[config.mk]
export PLATFORM = sky130hd
export DESIGN_NAME = decode_stage
export DESIGN_NICKNAME = d
export VERILOG_FILES = /design/src/rtl/decode_stage.sv
export SDC_FILE = /design/constraint.sdc
export NUM_CORES = 2
export LEC_CHECK = 0
export ABC_AREA = 1
export CORE_ASPECT_RATIO = 1.2
export CORE_MARGIN = 1
export CORE_UTILIZATION = 55
export CTS_BUF_LIST = sky130_fd_sc_hd__clkbuf_2
export CTS_CLUSTER_SIZE = 16
export DETAILED_ROUTE_END_ITERATION = 16
export HOLD_SLACK_MARGIN = 0.02
export PLACE_DENSITY_LB_ADDON = 0.25
export SKIP_LAST_GASP = 1
export SYNTH_ARGS = -nofsm -noshare
export SYNTH_HDL_FRONTEND = slang
export SYNTH_SLANG_ARGS = --single-unit
[constraint.sdc]
create_clock -name clk -period 3.8 [get_ports clk]
set_input_delay 0.76 -clock clk [delete_from_list [all_inputs] [get_ports clk]]
set_output_delay 0.76 -clock clk [all_outputs]
set_load 0.01 [all_outputs]
[src/rtl/decode_stage.sv]
// Decode stage: RV32I-subset control decoder, immediate extender, 32x32
// register file with write-through bypass, and the ID/EX pipeline register.
module decode_stage #(
  parameter int XLEN = 32,
  parameter int NREG = 32
) (
  input  logic            clk,
  input  logic            reset,
  input  logic [31:0]     InstrD,
  input  logic [XLEN-1:0] PCD,
  input  logic [XLEN-1:0] PCPlus4D,
  input  logic            RegWriteW,
  input  logic [4:0]      RdW,
  input  logic [XLEN-1:0] ResultW,
  input  logic            FlushE,
  output logic [4:0]      Rs1D,
  output logic [4:0]      Rs2D,
  output logic            RegWriteE,
  output logic            MemWriteE,
  output logic            JumpE,
  output logic            BranchE,
  output logic            ALUSrcE,
  output logic [1:0]      ResultSrcE,
  output logic [2:0]      ALUControlE,
  output logic [XLEN-1:0] RD1E,
  output logic [XLEN-1:0] RD2E,
  output logic [XLEN-1:0] ImmExtE,
  output logic [XLEN-1:0] PCE,
  output logic [XLEN-1:0] PCPlus4E,
  output logic [4:0]      Rs1E,
  output logic [4:0]      Rs2E,
  output logic [4:0]      RdE,
  output logic            IllegalE
);

  localparam logic [6:0] OP_LW   = 7'b0000011;
  localparam logic [6:0] OP_SW   = 7'b0100011;
  localparam logic [6:0] OP_R    = 7'b0110011;
  localparam logic [6:0] OP_BEQ  = 7'b1100011;
  localparam logic [6:0] OP_IALU = 7'b0010011;
  localparam logic [6:0] OP_JAL  = 7'b1101111;

  localparam logic [2:0] ALU_ADD = 3'b000;
  localparam logic [2:0] ALU_SUB = 3'b001;
  localparam logic [2:0] ALU_AND = 3'b010;
  localparam logic [2:0] ALU_OR  = 3'b011;
  localparam logic [2:0] ALU_SLT = 3'b101;

  // Everything the execute stage consumes; a bubble is simply all zeros.
  typedef struct packed {
    logic            reg_write;
    logic            mem_write;
    logic            jump;
    logic            branch;
    logic            alu_src;
    logic [1:0]      result_src;
    logic [2:0]      alu_ctl;
    logic            illegal;
    logic [XLEN-1:0] rd1;
    logic [XLEN-1:0] rd2;
    logic [XLEN-1:0] imm;
    logic [XLEN-1:0] pc;
    logic [XLEN-1:0] pc4;
    logic [4:0]      rs1;
    logic [4:0]      rs2;
    logic [4:0]      rd;
  } idex_t;

  logic [6:0] opcode;
  logic [2:0] funct3;
  logic [4:0] rd_idx;

  assign opcode = InstrD[6:0];
  assign funct3 = InstrD[14:12];
  assign rd_idx = InstrD[11:7];
  assign Rs1D   = InstrD[19:15];
  assign Rs2D   = InstrD[24:20];

  logic       reg_write, alu_src, mem_write, branch, jump, op_bad;
  logic [1:0] imm_src, result_src, alu_op;

  // Main decoder: opcode to raw control word.
  always_comb begin
    // NOTE: every output gets a default before the case so no latch is inferred.
    reg_write  = 1'b0;
    imm_src    = 2'b00;
    alu_src    = 1'b0;
    mem_write  = 1'b0;
    result_src = 2'b00;
    branch     = 1'b0;
    alu_op     = 2'b00;
    jump       = 1'b0;
    op_bad     = 1'b0;
    case (opcode)
      OP_LW:   begin reg_write = 1'b1; alu_src = 1'b1; result_src = 2'b01; end
      OP_SW:   begin imm_src = 2'b01; alu_src = 1'b1; mem_write = 1'b1; end
      OP_R:    begin reg_write = 1'b1; alu_op = 2'b10; end
      OP_BEQ:  begin imm_src = 2'b10; branch = 1'b1; alu_op = 2'b01;
                     op_bad = (funct3 != 3'b000); end
      OP_IALU: begin reg_write = 1'b1; alu_src = 1'b1; alu_op = 2'b10; end
      OP_JAL:  begin reg_write = 1'b1; imm_src = 2'b11; result_src = 2'b10; jump = 1'b1; end
      default: op_bad = 1'b1;
    endcase
  end

  logic [2:0] alu_ctl;
  logic       funct_bad;

  // ALU decoder: ALUOp plus funct fields to ALU operation.
  always_comb begin
    alu_ctl   = ALU_ADD;
    funct_bad = 1'b0;
    case (alu_op)
      2'b00:   alu_ctl = ALU_ADD;
      2'b01:   alu_ctl = ALU_SUB;
      default: begin
        case (funct3)
          3'b000:  alu_ctl = (opcode[5] && InstrD[30]) ? ALU_SUB : ALU_ADD;
          3'b010:  alu_ctl = ALU_SLT;
          3'b110:  alu_ctl = ALU_OR;
          3'b111:  alu_ctl = ALU_AND;
          default: funct_bad = 1'b1;
        endcase
      end
    endcase
  end

  logic [XLEN-1:0] imm_ext;

  // Immediate extender, sign taken from instr[31].
  always_comb begin
    case (imm_src)
      2'b00:   imm_ext = {{(XLEN-12){InstrD[31]}}, InstrD[31:20]};
      2'b01:   imm_ext = {{(XLEN-12){InstrD[31]}}, InstrD[31:25], InstrD[11:7]};
      2'b10:   imm_ext = {{(XLEN-12){InstrD[31]}}, InstrD[7], InstrD[30:25], InstrD[11:8], 1'b0};
      default: imm_ext = {{(XLEN-20){InstrD[31]}}, InstrD[19:12], InstrD[20], InstrD[30:21], 1'b0};
    endcase
  end

  logic [XLEN-1:0] rf_q [NREG];
  logic            wb_en;

  assign wb_en = RegWriteW && (RdW != 5'd0);

  // Register file write port; reset clears every entry and beats a writeback.
  always_ff @(posedge clk) begin
    if (reset) begin
      // NOTE: the architectural state must start at zero, so this array is reset
      // explicitly; that forces flops rather than a RAM macro.
      for (int i = 0; i < NREG; i++) rf_q[i] <= '0;
    end else if (wb_en) begin
      rf_q[RdW] <= ResultW;
    end
  end

  logic [XLEN-1:0] rd1, rd2;

  // Combinational reads with write-through bypass; x0 always reads zero.
  always_comb begin
    if (Rs1D == 5'd0)                 rd1 = '0;
    else if (wb_en && (RdW == Rs1D))  rd1 = ResultW;
    else                              rd1 = rf_q[Rs1D];
    if (Rs2D == 5'd0)                 rd2 = '0;
    else if (wb_en && (RdW == Rs2D))  rd2 = ResultW;
    else                              rd2 = rf_q[Rs2D];
  end

  idex_t idex_d, idex_q;
  logic  illegal;

  assign illegal = op_bad || funct_bad;

  // Assemble the next ID/EX word; an illegal instruction keeps its data but no controls.
  always_comb begin
    idex_d            = '0;
    idex_d.illegal    = illegal;
    idex_d.reg_write  = reg_write  & ~illegal;
    idex_d.mem_write  = mem_write  & ~illegal;
    idex_d.jump       = jump       & ~illegal;
    idex_d.branch     = branch     & ~illegal;
    idex_d.alu_src    = alu_src    & ~illegal;
    idex_d.result_src = illegal ? 2'b00 : result_src;
    idex_d.alu_ctl    = illegal ? 3'b000 : alu_ctl;
    idex_d.rd1        = rd1;
    idex_d.rd2        = rd2;
    idex_d.imm        = imm_ext;
    idex_d.pc         = PCD;
    idex_d.pc4        = PCPlus4D;
    idex_d.rs1        = Rs1D;
    idex_d.rs2        = Rs2D;
    idex_d.rd         = rd_idx;
  end

  // ID/EX register: reset, then flush to a bubble, else capture.
  always_ff @(posedge clk) begin
    // NOTE: non-blocking assignment so every flop samples pre-edge values.
    if (reset || FlushE) idex_q <= '0;
    else                 idex_q <= idex_d;
  end

  assign RegWriteE   = idex_q.reg_write;
  assign MemWriteE   = idex_q.mem_write;
  assign JumpE       = idex_q.jump;
  assign BranchE     = idex_q.branch;
  assign ALUSrcE     = idex_q.alu_src;
  assign ResultSrcE  = idex_q.result_src;
  assign ALUControlE = idex_q.alu_ctl;
  assign IllegalE    = idex_q.illegal;
  assign RD1E        = idex_q.rd1;
  assign RD2E        = idex_q.rd2;
  assign ImmExtE     = idex_q.imm;
  assign PCE         = idex_q.pc;
  assign PCPlus4E    = idex_q.pc4;
  assign Rs1E        = idex_q.rs1;
  assign Rs2E        = idex_q.rs2;
  assign RdE         = idex_q.rd;

endmodule

==> impl_metrics.tcl <==
set metrics [dict create \
    worstPathArrival_ns 2.79 \
    tightest_slew_ns 1.22 \
    io_pins 333 \
    insertion_delay_ns 1.73 \
    yosys-top-cells-count "nand2_1, nor2_1, nand3_1, edfxtp_1, inv_1" \
    htreeDepth 5 \
    post_cts_buffers 0 \
    first_pass_iters 7 \
    cp_slowest_cell "clkdlybuf4s50_1" \
    slew_viol_final 0 \
    ir_worst_vdd_uv 326 \
    final_hold_viol_count 0 \
    die_w_um 312 \
    required_ns 3.04 \
    hold_slack_ns 0.153 \
    seq_area_frac_synth_pct 53.9 \
    fmax_mhz 282 \
    syn_avg_cell_area_um2 7.79 \
    cts_tree "done" \
    max_slew_margin_pct 18.3 \
    critPathKind "reg2out" \
    fin_nets 8740 \
    yosysMostFrequentCell "nand2_1" \
    fin_crit_ns 3.55 \
    yosys_warnings 0 \
    port_buffers 332 \
    busiest_layer "met2" \
    cts-root-buf "clkbuf_2" \
    path_max_fanout 12 \
    path_cells "clkdlybuf4s50_1" \
    syn_inst 8156 \
    status "complete, no violations" \
    place_ws_ns 0.229 \
    die_area_um2 117000 \
    setup_tns_ns 0 \
    syn_to_final_growth_pct 15.6 \
    cts_buffer_depth 4 \
    std_cell_rows 136 \
    grt_max_degree 130 \
    ant_nets 0 \
    fillers 9695 \
    start_kind "flip-flop" \
    yosysTopAreaCellShare_pct 48.4 \
    met1_usage_pct 49.8 \
    grt_pass1_vias 58884 \
    grt_pass1_wl_mm 353 \
    hpwlAfterDp_mm 143 \
    clkSlewWorstSetupHoldPaths_ns 0.14 \
    grt_overflow_total 0 \
    multi_input_area_um2 23700 \
    coreArea_um2 115000 \
    place.gp.congestion 0.956 \
    gr-usage-met2_pct 61.6 \
    detail_route.iter0.violations 8664 \
    antenna_found_initial 5 \
    die_h_um 374 \
    total_power_mw 28.7 \
    drive_above_1_share_pct 9.23 \
    rr_worst_depth 11 \
    synthFlopType "edfxtp_1" \
    end_kind "primary output" \
    via_count 61401 \
    hold_path.class "in2reg" \
    regArea_um2 34300 \
    synth_edf_count 1024 \
    critPathBufInv 1 \
    synth_cell_type_count 26 \
    synthArstFlopShare_pct 0 \
    clock_sinks 1199 \
    cpPeakStageDelay_ns 0.61 \
    syn_area_um2 63500 \
    wl_per_cell_um 23.2 \
    max_cap_violations 0 \
    drc 0 \
    clock-skew-final_ns 0.109 \
    drt-vias-per-instance 5.95 \
    cp_top_family "buffers and inverters" \
    path_depth 1 \
    p_leak_nw 32.6 \
    yosys.area.top_type "edfxtp_1" \
    setup_ws_ns 0.253 \
    fin_crit_sh_pct 93.3 \
    synth_area_leaders "edfxtp_1, nand2_1, nand3_1, nor2_1, dfxtp_1" \
    setup_viol 0 \
    numCtsBuffers 319 \
    synth_seq_cells 1199 \
    grt_use_total_pct 40.3 \
    routed_wl_mm 240 \
    power_density_nw_per_um2 391 \
    hold_depth 4 \
    start_util_pct 55.4 \
    use_met3_pct 9.58 \
    rsz0062_at_grt "no" \
]
==> state kept, by name (all words and copies together), names as in the netlist <==
signal,cells
RD1E,32
BranchE,1
RdE,5
ALUControlE,3
RD2E,32
rf_q,1024
PCE,32
JumpE,1
MemWriteE,1
ImmExtE,21
RegWriteE,1
ALUSrcE,1
Rs1E,5
ResultSrcE,2
PCPlus4E,32
Rs2E,5
IllegalE,1
==> kinds of logic after synthesis <==
logic type	share of synthesized area, %
xor gates and xnor gates	0.0966
DFF	53.9
and+or+nand+nor	31.3
other	0.00591
buffers and inverters	9.09
AOI/OAI and AO/OA	5.59
==> layout make-up <==
| type | instances | area share [%] |
|---|---|---|
| clock inverters | 50 | 0.336 |
| inverters | 767 | 3.96 |
| repair buffers | 771 | 11.0 |
| clock buffers | 463 | 3.16 |
| well taps | 1518 | 2.59 |
| flip-flops and latches | 1199 | 46.7 |
| diodes | 6 | 0.0205 |
| multi-input cells | 5545 | 32.3 |
==> per-stage QoR <==
| stage | utilization (%) | std cells | area, um2 |
|---|---|---|---|
| floorplan | - | 8187 | 63600 |
| global placement | 60.1 | 9602 | 68800 |
| detailed placement | 60.1 | 9602 | 68800 |
| CTS | 64.1 | 10313 | 73400 |
| global route | 64.1 | 10318 | 73400 |
| finish | 64.1 | 10319 | 73400 |
==> routing by layer <==
layer | wire length [um] | up-vias
met1 | 83800 | 28473
met3 | 30700 | 943
li1 | - | 27197
met2 | 107000 | 4786
met4 | 18600 | 2
met5 | 19 | -
==> worst paths after layout <==
check             slack [ns]          end         start
hold / removal          0.15       RdE[1]     InstrD[8]
setup reg to reg        0.76     RD1E[23]  rf_q[29][23]
setup / recovery        0.25  ImmExtE[25]   ImmExtE[20]
hold reg to reg         0.78     RD2E[25]  rf_q[10][25]
==> report_power, final <==
part	internal, mW	leakage, nW	total (mW)	switching (mW)
Clock	3.32	2.05	8.79	5.47
Combinational	1.47	19.4	4.60	3.13
Sequential	14.9	11.2	15.3	0.350
==> placed cells by master (no fill, tap or decap), types with 2 or more instances in the layout <==
cell type           n
buf_8               2
inv_8               3
clkinv_1           40
buf_4             167
nor2_4              2
inv_2              10
xor2_1              3
a21oi_1           303
dfxtp_1           174
clkinv_2            6
nor3_1             11
nor3_4              2
edfxtp_1         1024
clkbuf_2          463
dlygate4sd3_1     198
buf_2               3
nand4_1             3
nand3_1          1127
clkdlybuf4s50_1   321
nand2_2            31
nor2_1           1391
or2_2              39
buf_12             76
buf_6               3
bufinv_16           2
o21ai_0           158
diode_2             6
nand2_1          2274
o31ai_1             3
xnor2_1             4
inv_1             755
o211ai_1          160
conb_1             32
==> timing repair <==
action,in CTS,in global routing
hold buffers,198,0
hold endpoints to repair,654,0
resized for setup,1,0
endpoints found under the setup margin,12,0
No activity file was read; power rests on OpenSTA's default activity.
